### src/rtl/sobel_window_grad_pkg.sv
// Shared Sobel definitions: gradient width, pixel maximum, the 3x3 kernel
// coefficients (tap index = row*3 + col, col 0 oldest) and the pipeline tag.
package sobel_window_grad_pkg;

  localparam int SOBEL_TAPS = 9;

  // Gx responds to left/right contrast, Gy to top/bottom contrast.
  localparam int SOBEL_KX [SOBEL_TAPS] = '{-1, 0, 1, -2, 0, 2, -1, 0, 1};
  localparam int SOBEL_KY [SOBEL_TAPS] = '{-1, -2, -1, 0, 0, 0, 1, 2, 1};

  function automatic int sobel_grad_w(input int data_w);
    return data_w + 3;
  endfunction

  function automatic int sobel_pix_max(input int data_w);
    return (1 << data_w) - 1;
  endfunction

  typedef struct packed {
    logic valid;
    logic eol;
  } sobel_tag_t;

endpackage

### src/rtl/sobel_grad_3x3.sv
// Registered Gx/Gy for one 3x3 window; pixels are unsigned, gradients signed
// at DATA_WIDTH+3 bits, which holds the worst case of +/-4*max without overflow.
module sobel_grad_3x3
  import sobel_window_grad_pkg::*;
#(
  parameter int DATA_WIDTH = 8
) (
  input  logic                                        clk,
  input  logic                                        rst,
  input  logic [SOBEL_TAPS*DATA_WIDTH-1:0]            i_win,
  output logic signed [sobel_grad_w(DATA_WIDTH)-1:0]  o_gx,
  output logic signed [sobel_grad_w(DATA_WIDTH)-1:0]  o_gy
);

  localparam int GW = sobel_grad_w(DATA_WIDTH);

  logic signed [GW-1:0] w_p [SOBEL_TAPS];
  logic signed [GW-1:0] w_gx;
  logic signed [GW-1:0] w_gy;
  logic signed [GW-1:0] r_gx;
  logic signed [GW-1:0] r_gy;

  genvar gi;
  generate
    for (gi = 0; gi < SOBEL_TAPS; gi++) begin : g_tap
      assign w_p[gi] = $signed(GW'(i_win[gi*DATA_WIDTH +: DATA_WIDTH]));
    end
  endgenerate

  // Constant coefficients fold to shifts/adds; zero-weight taps vanish.
  always_comb begin
    w_gx = '0;
    w_gy = '0;
    for (int k = 0; k < SOBEL_TAPS; k++) begin
      w_gx = w_gx + w_p[k] * GW'(SOBEL_KX[k]);
      w_gy = w_gy + w_p[k] * GW'(SOBEL_KY[k]);
    end
  end

  always_ff @(posedge clk) begin
    if (rst) begin
      r_gx <= '0;
      r_gy <= '0;
    end else begin
      r_gx <= w_gx;
      r_gy <= w_gy;
    end
  end

  assign o_gx = r_gx;
  assign o_gy = r_gy;

endmodule

### src/rtl/sobel_window_grad.sv
// 3x3 window builder and |Gx|+|Gy| edge magnitude, fixed 3-cycle latency.
// Define SOBEL_THRESH_EN to binarise the output against THRESH instead of saturating.
module sobel_window_grad
  import sobel_window_grad_pkg::*;
#(
  parameter int DATA_WIDTH = 8,
  parameter int IMG_WIDTH  = 128,
  parameter int THRESH     = 64
) (
  input  logic                  clk,
  input  logic                  rst,
  input  logic                  in_valid,
  input  logic                  lb_valid,
  input  logic [DATA_WIDTH-1:0] row_top,
  input  logic [DATA_WIDTH-1:0] row_mid,
  input  logic [DATA_WIDTH-1:0] row_bot,
  output logic                  out_valid,
  output logic [DATA_WIDTH-1:0] out_pix,
  output logic                  out_eol
);

  localparam int GW = sobel_grad_w(DATA_WIDTH);
  localparam int CW = $clog2(IMG_WIDTH);
  localparam logic [CW-1:0] COL_LAST = CW'(IMG_WIDTH - 1);

  logic [CW-1:0]                    r_col;
  logic [DATA_WIDTH-1:0]            w_tap [3];
  logic [SOBEL_TAPS*DATA_WIDTH-1:0] w_win;
  sobel_tag_t                       r_s1;
  sobel_tag_t                       r_s2;
  logic signed [GW-1:0]             w_gx;
  logic signed [GW-1:0]             w_gy;
  logic [GW-1:0]                    w_abs_gx;
  logic [GW-1:0]                    w_abs_gy;
  logic [GW-1:0]                    w_mag;
  logic [DATA_WIDTH-1:0]            w_pix;
  logic                             r_out_valid;
  logic [DATA_WIDTH-1:0]            r_out_pix;
  logic                             r_out_eol;

  assign w_tap[0] = row_top;
  assign w_tap[1] = row_mid;
  assign w_tap[2] = row_bot;

  always_ff @(posedge clk) begin
    if (rst) begin
      r_col <= '0;
    end else if (in_valid) begin
      r_col <= (r_col == COL_LAST) ? '0 : r_col + CW'(1);
    end
  end

  // One shift register per row; column 2 is always the newest pixel.
  genvar gi;
  generate
    for (gi = 0; gi < 3; gi++) begin : g_row
      logic [DATA_WIDTH-1:0] r_c0;
      logic [DATA_WIDTH-1:0] r_c1;
      logic [DATA_WIDTH-1:0] r_c2;

      always_ff @(posedge clk) begin
        if (rst) begin
          r_c0 <= '0;
          r_c1 <= '0;
          r_c2 <= '0;
        end else if (in_valid) begin
          r_c0 <= r_c1;
          r_c1 <= r_c2;
          r_c2 <= w_tap[gi];
        end
      end

      assign w_win[(gi*3+0)*DATA_WIDTH +: DATA_WIDTH] = r_c0;
      assign w_win[(gi*3+1)*DATA_WIDTH +: DATA_WIDTH] = r_c1;
      assign w_win[(gi*3+2)*DATA_WIDTH +: DATA_WIDTH] = r_c2;
    end
  endgenerate

  // Tags advance every cycle so each valid stays aligned with its data.
  always_ff @(posedge clk) begin
    if (rst) begin
      r_s1 <= '0;
      r_s2 <= '0;
    end else begin
      r_s1.valid <= in_valid & lb_valid & (r_col >= CW'(2));
      r_s1.eol   <= (r_col == COL_LAST);
      r_s2       <= r_s1;
    end
  end

  sobel_grad_3x3 #(
    .DATA_WIDTH (DATA_WIDTH)
  ) u_grad (
    .clk   (clk),
    .rst   (rst),
    .i_win (w_win),
    .o_gx  (w_gx),
    .o_gy  (w_gy)
  );

  assign w_abs_gx = w_gx[GW-1] ? $unsigned(-w_gx) : $unsigned(w_gx);
  assign w_abs_gy = w_gy[GW-1] ? $unsigned(-w_gy) : $unsigned(w_gy);
  assign w_mag    = w_abs_gx + w_abs_gy;

`ifdef SOBEL_THRESH_EN
  assign w_pix = (w_mag > GW'(THRESH)) ? '1 : '0;
`else
  localparam logic [GW-1:0] PIX_MAX = GW'(sobel_pix_max(DATA_WIDTH));
  assign w_pix = (w_mag > PIX_MAX) ? '1 : w_mag[DATA_WIDTH-1:0];
`endif

  always_ff @(posedge clk) begin
    if (rst) begin
      r_out_valid <= 1'b0;
      r_out_pix   <= '0;
      r_out_eol   <= 1'b0;
    end else begin
      r_out_valid <= r_s2.valid;
      r_out_pix   <= w_pix;
      r_out_eol   <= r_s2.valid & r_s2.eol;
    end
  end

  assign out_valid = r_out_valid;
  assign out_pix   = r_out_pix;
  assign out_eol   = r_out_eol;

endmodule

### config.mk
export PLATFORM = sky130hd
export DESIGN_NAME = sobel_window_grad
export DESIGN_NICKNAME = d
export VERILOG_FILES = /design/src/rtl/sobel_window_grad_pkg.sv /design/src/rtl/sobel_grad_3x3.sv /design/src/rtl/sobel_window_grad.sv
export SDC_FILE = /design/constraint.sdc
export NUM_CORES = 1
export LEC_CHECK = 0
export CORE_ASPECT_RATIO = 0.7
export CORE_UTILIZATION = 25
export CTS_CLUSTER_SIZE = 30
export DETAILED_ROUTE_END_ITERATION = 7
export SYNTH_ARGS = -nofsm -noshare
export SYNTH_HDL_FRONTEND = slang
export SYNTH_HIERARCHICAL = 1
export SYNTH_SLANG_ARGS = --single-unit
### constraint.sdc
create_clock -name clk -period 4.38 [get_ports clk]
set_input_delay 0.438 -clock clk [delete_from_list [all_inputs] [get_ports clk]]
set_output_delay 0.438 -clock clk [all_outputs]
set_load 0.05 [all_outputs]
==> results.txt, run 1 <==
Status = finished, violations left
Violated checks = negative setup slack
Initial Util = 0.255
Internal = 0.00367 W
Total grt overflow = 0
XOR/XNOR share of the synthesized area = 0.0676
Final WS setup = -0.0340 ns
Crit path cell chain = or4_4 -> or4_4 -> xnor2_4 -> fa_1 -> inv_2 -> fa_1 -> inv_2 -> fa_1 -> inv_2 -> ha_4 -> or4b_2 -> o311ai_1
Core Area = 30000 µm²
Setup slack, reg-to-reg = -0.03 ns
Clock power frac = 0.234
Tmin final = 4.41 ns
Max Clock Freq = 0.227 GHz
Combinational group share of total power = 0.550
Vias per inst = 4.27
CTS buffer count = 17
Fin crit share = 1.01
Die span in x = 211 µm
Synthesized area per cell = 9.41 µm²
Largest family of logic cells by synthesized area = adder cells
Power Total = 0.00620 W
Hold buffers post-CTS = 0
Synth-to-layout area growth = 25.4%
Final Max Tran Viols = 0
Hold Vio Cnt, Final = 0
CTS tree = built
Seq/Total Area, Yosys = 0.301
First-pass GRT wire length = 29.1 mm
Clk buf depth = 2
Total die area = 31300 µm²
Peak supply drop = 0.000347 V
N_diodes = 0
Detailed placement HPWL = 13.1 mm
Syn Nets = 951
Sw frac = 0.408
Register bit total from synthesis = 115
Num ports = 38
Via Count = 5577
Starting DRT DRC Count = 308
RSZ-0062 raised after global routing = yes
P_leak = 4.24 nW
Post-synth EDFFs = 0
Relative slew margins = 0.410
Worst Hold Class = reg -> reg
# port buffers = 37
Die H = 148 µm
Clk_skew = 0.0123 ns
Setup violators final = 2
Synth Flop Type = dfxtp_1
Total Wirelength = 17.4 mm
Sequential share of power = 0.216
Yosys warnings = 6
Critical path class = reg -> reg
Critical path capture point type = register
Utilization after layout = 0.319
Layout cells sized above 1 = 0.150
CP Max Fanout = 5
Number of antenna violations at the first check in global routing = 0
Final #Nets = 1018
Clk sinks = 115
Synth async-reset ratio = 0
Psw = 0.00253 W
Slowest Stage Delay on Critical Path = 0.58 ns
CTS Root Cell = clkbuf_16
DR pass1 iterations = 4
Adder-cell area share of the yosys netlist = 0.242
Largest net degree at the start of global routing = 85
Complex-gate fraction of the synthesized area = 0.0739
Vias in the first global route = 5660
Num rows = 53
Clock Pin Slew Worst Setup and Hold Paths = 0.06 ns
Aggregate global-route resource usage = 0.118
Skew-Pair Late Insertion Delay = 0.43 ns
Area of the mapped netlist = 7650 µm²
Max-Cap Viols = 0
Routed wire length per instance = 13.3 µm
H-tree Lvls = 4
Final GP Congestion = 0.790
Worst Max-Slew Pin Slew = 0.885 ns
DRC Markers = 0
WP data required = 4.71 ns
Hold Worst Slack = 0.435 ns
Syn Inst Count = 813
Count of cell types in the netlist = 59
CP arrival = 4.74 ns
Simple-gate share of the synthesized area = 0.138
Startpoint types = register
Antenna viol nets, final = 0
Slowest CP cell = or4b_2
Power per cell area = 647 nW/µm²
Mux contribution to synthesized area = 0.0970
-- cells in the final DEF, fill, tap and decap left out, types with 6 or more instances in the layout --
cell,Yosys,layout
a21o_1,8,8
a21oi_1,17,12
buf_4,0,36
clkbuf_16,0,17
clkdlybuf4s50_1,0,35
dfxtp_1,115,113
fa_1,63,61
ha_1,47,39
ha_4,0,6
inv_1,138,127
inv_2,1,12
mux2i_1,73,73
nand2_1,21,21
nand2b_1,11,11
nand3_1,6,6
nor2_1,106,105
nor2b_1,16,16
nor3_1,16,13
o21ai_0,19,12
o22ai_1,8,8
xnor2_1,31,29
xor2_1,21,19
-- cell usage after synthesis (3+ instances only) --
library cell,count,share of area
o31ai_1,5,0.0049
clkbuf_1,14,0.0069
ha_1,47,0.077
nand2b_1,11,0.0090
buf_2,7,0.0046
nand2_1,21,0.010
nand3_1,6,0.0039
fa_1,63,0.16
mux2i_1,73,0.096
buf_1,3,0.0015
nor2_1,106,0.052
xor2_1,21,0.024
nor2b_1,16,0.013
a21oi_1,17,0.011
inv_1,138,0.068
nand4_1,5,0.0041
a211oi_1,4,0.0039
o21a_1,4,0.0039
nor3_1,16,0.010
nor4_1,6,0.0049
or4_1,3,0.0029
a21o_1,8,0.0079
xnor2_1,31,0.035
or3_1,3,0.0025
nor3b_1,6,0.0059
o21ai_0,19,0.012
o22ai_1,8,0.0065
dfxtp_1,115,0.30
-- power groups by stage --
stage	clock network [W]	registers [W]	logic (W)
final	0.00145	0.00134	0.00341
after global placement	0	0.00136	0.00299
after global routing	0.00154	0.00136	0.00383
after CTS	0.00148	0.00134	0.00315
after detailed placement	0	0.00136	0.00306
after floorplan	0	0.00145	0.00222
-- layer usage --
metal | vias up | global-route usage | share of wire
li1 | 2764 | - | -
met1 | 2694 | 0.177 | 0.53
met2 | 102 | 0.166 | 0.41
met3 | 17 | 0.0310 | 0.050
met4 | 0 | 0.0308 | 0.011
met5 | - | 0 | 0
-- per-stage QoR --
step,setup TNS (ns),worst slack (ns),instance area [µm²],std cells
finish,-0.0395,-0.0340,9590,1305
global route,-0.611,-0.130,9590,1305
CTS,0,0.00276,9330,1300
detailed placement,-0.296,-0.0748,8670,1268
global placement,0,0.0255,8670,1268
floorplan,0,0.121,7660,813
-- cell type report --
type | instances | area (µm²)
Tap cell | 412 | 515
Multi-Input combinational cell | 535 | 5000
Clock buffer | 17 | 425
Clock inverter | 15 | 183
Fill cell | 3057 | 20500
Inverter | 139 | 522
Timing Repair Buffer | 72 | 632
Sequential cell | 115 | 2310
-- critical path, delay by kind of cell (launching register included) --
family	cells	cell delay, ns
flip-flops	1	0.34
AO/OA/AOI/OAI	1	0.09
AND/OR/NAND/NOR	3	1.68
adder cells (fa/ha/maj)	4	1.87
XOR/XNOR	1	0.18
buffers and inverters	3	0.14
-- repair_timing --
action	in CTS	in global routing
buffers inserted	0	5
pin swaps	2	28
setup endpoints to repair	6	9
gates resized for setup	6	60
-- cells by family (layout without fill, tap and decap cells) --
kind of cell             after synthesis  count (layout)
AND/OR/NAND/NOR                      214             214
AO/OA/AOI/OAI                         82              82
XOR/XNOR                              55              55
multiplexers                          74              74
adder cells (fa/ha/maj)              110             110
flip-flops                           115             115
buffers and inverters                163             243
-- final timing paths --
check	start	end	depth (start not counted)
min reg2reg	r_s2[0]	out_eol	1
max	g_row[0].r_c0[2]	u_grad/o_gy[7]	12
min	r_s2[0]	out_eol	1
max reg2reg	g_row[0].r_c0[2]	u_grad/o_gy[7]	12
-- state kept, by name, summed over array words and instances (netlist names), 7 cells and up --
register and flops:
u_grad/o_gx 11, out_pix 8, u_grad/o_gy 11, g_row.r_c2 24, g_row.r_c0 24, r_col 7, g_row.r_c1 24
No activity file was read; power rests on OpenSTA's default activity.
==> run 2: changes to the inputs <==
- GPL_ROUTABILITY_DRIVEN: unset -> 0
==> results of run 2 <==
No change in the layout: final DEF, timing and power equal those of run 1.
==> run 3: changes to the inputs <==
- PLACE_DENSITY: unset -> 0.44
==> results.txt, run 3 (synthesis gave the netlist of run 1 again) <==
Status = completed
Setup violators final = 0
Worst Hold Class = reg -> reg
Die H = 148 µm
Power Total = 0.00603 W
Die span in x = 211 µm
Hold Vio Cnt, Final = 0
Top cell family by delay on the critical path = adder cells
Power per cell area = 634 nW/µm²
Via Count = 5443
WP data required = 4.70 ns
Clock Pin Slew Worst Setup and Hold Paths = 0.05 ns
Aggregate global-route resource usage = 0.123
Worst Max-Slew Pin Slew = 0.972 ns
Number of antenna violations at the first check in global routing = 0
CP Max Fanout = 4
Skew-Pair Late Insertion Delay = 0.43 ns
Num rows = 53
Commonest non-fill, non-tap cell in the layout = inv_1
Total Wirelength = 17.7 mm
Slowest Stage Delay on Critical Path = 0.57 ns
Largest net degree at the start of global routing = 90
# port buffers = 37
Relative slew margins = 0.352
Tmin final = 4.34 ns
Setup slack, reg-to-reg = 0.04 ns
Layout cells sized above 1 = 0.147
Hold Crit Depth = 1
Top Registers = g_row.r_c0 x24, g_row.r_c1 x24, g_row.r_c2 x24
Detailed placement HPWL = 13.6 mm
Most frequent cells in the layout = inv_1 (124), dfxtp_1 (112), nor2_1 (105)
Num ports = 38
DRC Markers = 0
Antenna viol nets, final = 0
RSZ-0062 raised after global routing = yes
Max-Cap Viols = 0
DR pass1 iterations = 4
Clk sinks = 115
Critical path capture point type = register
P_leak = 4.24 nW
H-tree Lvls = 4
Fin crit share = 0.992
CTS buffer count = 17
Max Clock Freq = 0.230 GHz
Metal3 WL = 697 µm
Reg2reg path depth = 15
Crit path cell chain = or4_4 -> or4_4 -> xnor2_4 -> fa_1 -> inv_2 -> fa_1 -> inv_2 -> fa_1 -> inv_2 -> ha_4 -> o21ai_2 -> nand2b_1 -> a21oi_2 -> a21oi_2 -> mux2_4
Hold path start = r_s2[0]
Critical path class = reg -> reg
Worst Path Buf+Inv = 3
Synth-to-layout area growth = 24.4%
Core Area = 30000 µm²
M1 WL = 10.0 mm
Slowest CP cell = or4_4
Routed wl met2 = 6.81 mm
Clk_skew = 0.00714 ns
Vias per inst = 4.16
Utilization after layout = 0.317
Starting DRT DRC Count = 250
CTS Root Cell = clkbuf_16
Final #Nets = 1022
N_diodes = 0
Final Max Tran Viols = 0
Clk buf depth = 2
Routed wire length per instance = 13.5 µm
CTS tree = built
CP arrival = 4.66 ns
Vias in the first global route = 5484
Initial Util = 0.255
Startpoint types = register
First-pass GRT wire length = 29.5 mm
Capture point of the worst reg-to-reg path = u_grad/o_gy[9]
Hold Crit Endpoint = out_eol
Highest metal used = met4
Launching point of the worst reg2reg path = g_row[0].r_c0[4]
Total die area = 31300 µm²
Total grt overflow = 0
Peak supply drop = 0.000299 V
[run 3: repair_timing]
| item | 4_1_cts | 5_1_grt |
|---|---|---|
| pin swaps | 1 | 26 |
| hold buffers | 0 | 0 |
| setup endpoints to repair | 5 | 8 |
| setup buffers | 0 | 2 |
| gates resized for setup | 3 | 58 |
[run 3: power breakdown]
group / switching [W] / internal, W / total, W
combinational: 0.00180 / 0.00156 / 0.00336
clock: 0.000499 / 0.000839 / 0.00134
sequential: 0.000134 / 0.00121 / 0.00134
total: 0.00243 / 0.00360 / 0.00603
[run 3: per-layer routing]
layer,global-route usage,vias up
li1,-,2765
met1,0.187,2598
met2,0.163,73
met3,0.0372,7
met4,0.0362,0
met5,0,-
[run 3: layout make-up]
class	count	area, µm²
inverters	139	522
well taps	412	515
clock inverters	10	111
multi-input cells	535	4950
repair buffers	76	666
fillers	3152	20500
flip-flops and latches	115	2310
clock buffers	20	447
[run 3: worst max-delay path by stage]
| stage | from | endpoint | depth (start not counted) |
|---|---|---|---|
| 3_5_place_dp | g_row[0].r_c0[0] | u_grad/o_gy[10] | 18 |
| 5_1_grt | g_row[0].r_c0[4] | u_grad/o_gy[9] | 15 |
| 6_report | g_row[0].r_c0[4] | u_grad/o_gy[9] | 15 |
| 2_1_floorplan | g_row[0].r_c0[3] | u_grad/o_gy[9] | 15 |
| 4_1_cts | g_row[0].r_c0[0] | u_grad/o_gy[10] | 18 |
| 3_3_place_gp | g_row[0].r_c0[0] | u_grad/o_gy[10] | 18 |
[run 3: through the flow]
step           std cells  area, µm²  hold slack (ns)  TNS [ns]  setup slack [ns]
2_1_floorplan        813       7660            0.406         0             0.121
3_3_place_gp        1275       8720            0.421         0            0.0137
3_5_place_dp        1275       8720            0.418   -0.0253           -0.0151
4_1_cts             1305       9300            0.433         0           0.00514
5_1_grt             1307       9520            0.452    -0.313           -0.0981
6_report            1307       9520            0.435         0            0.0352
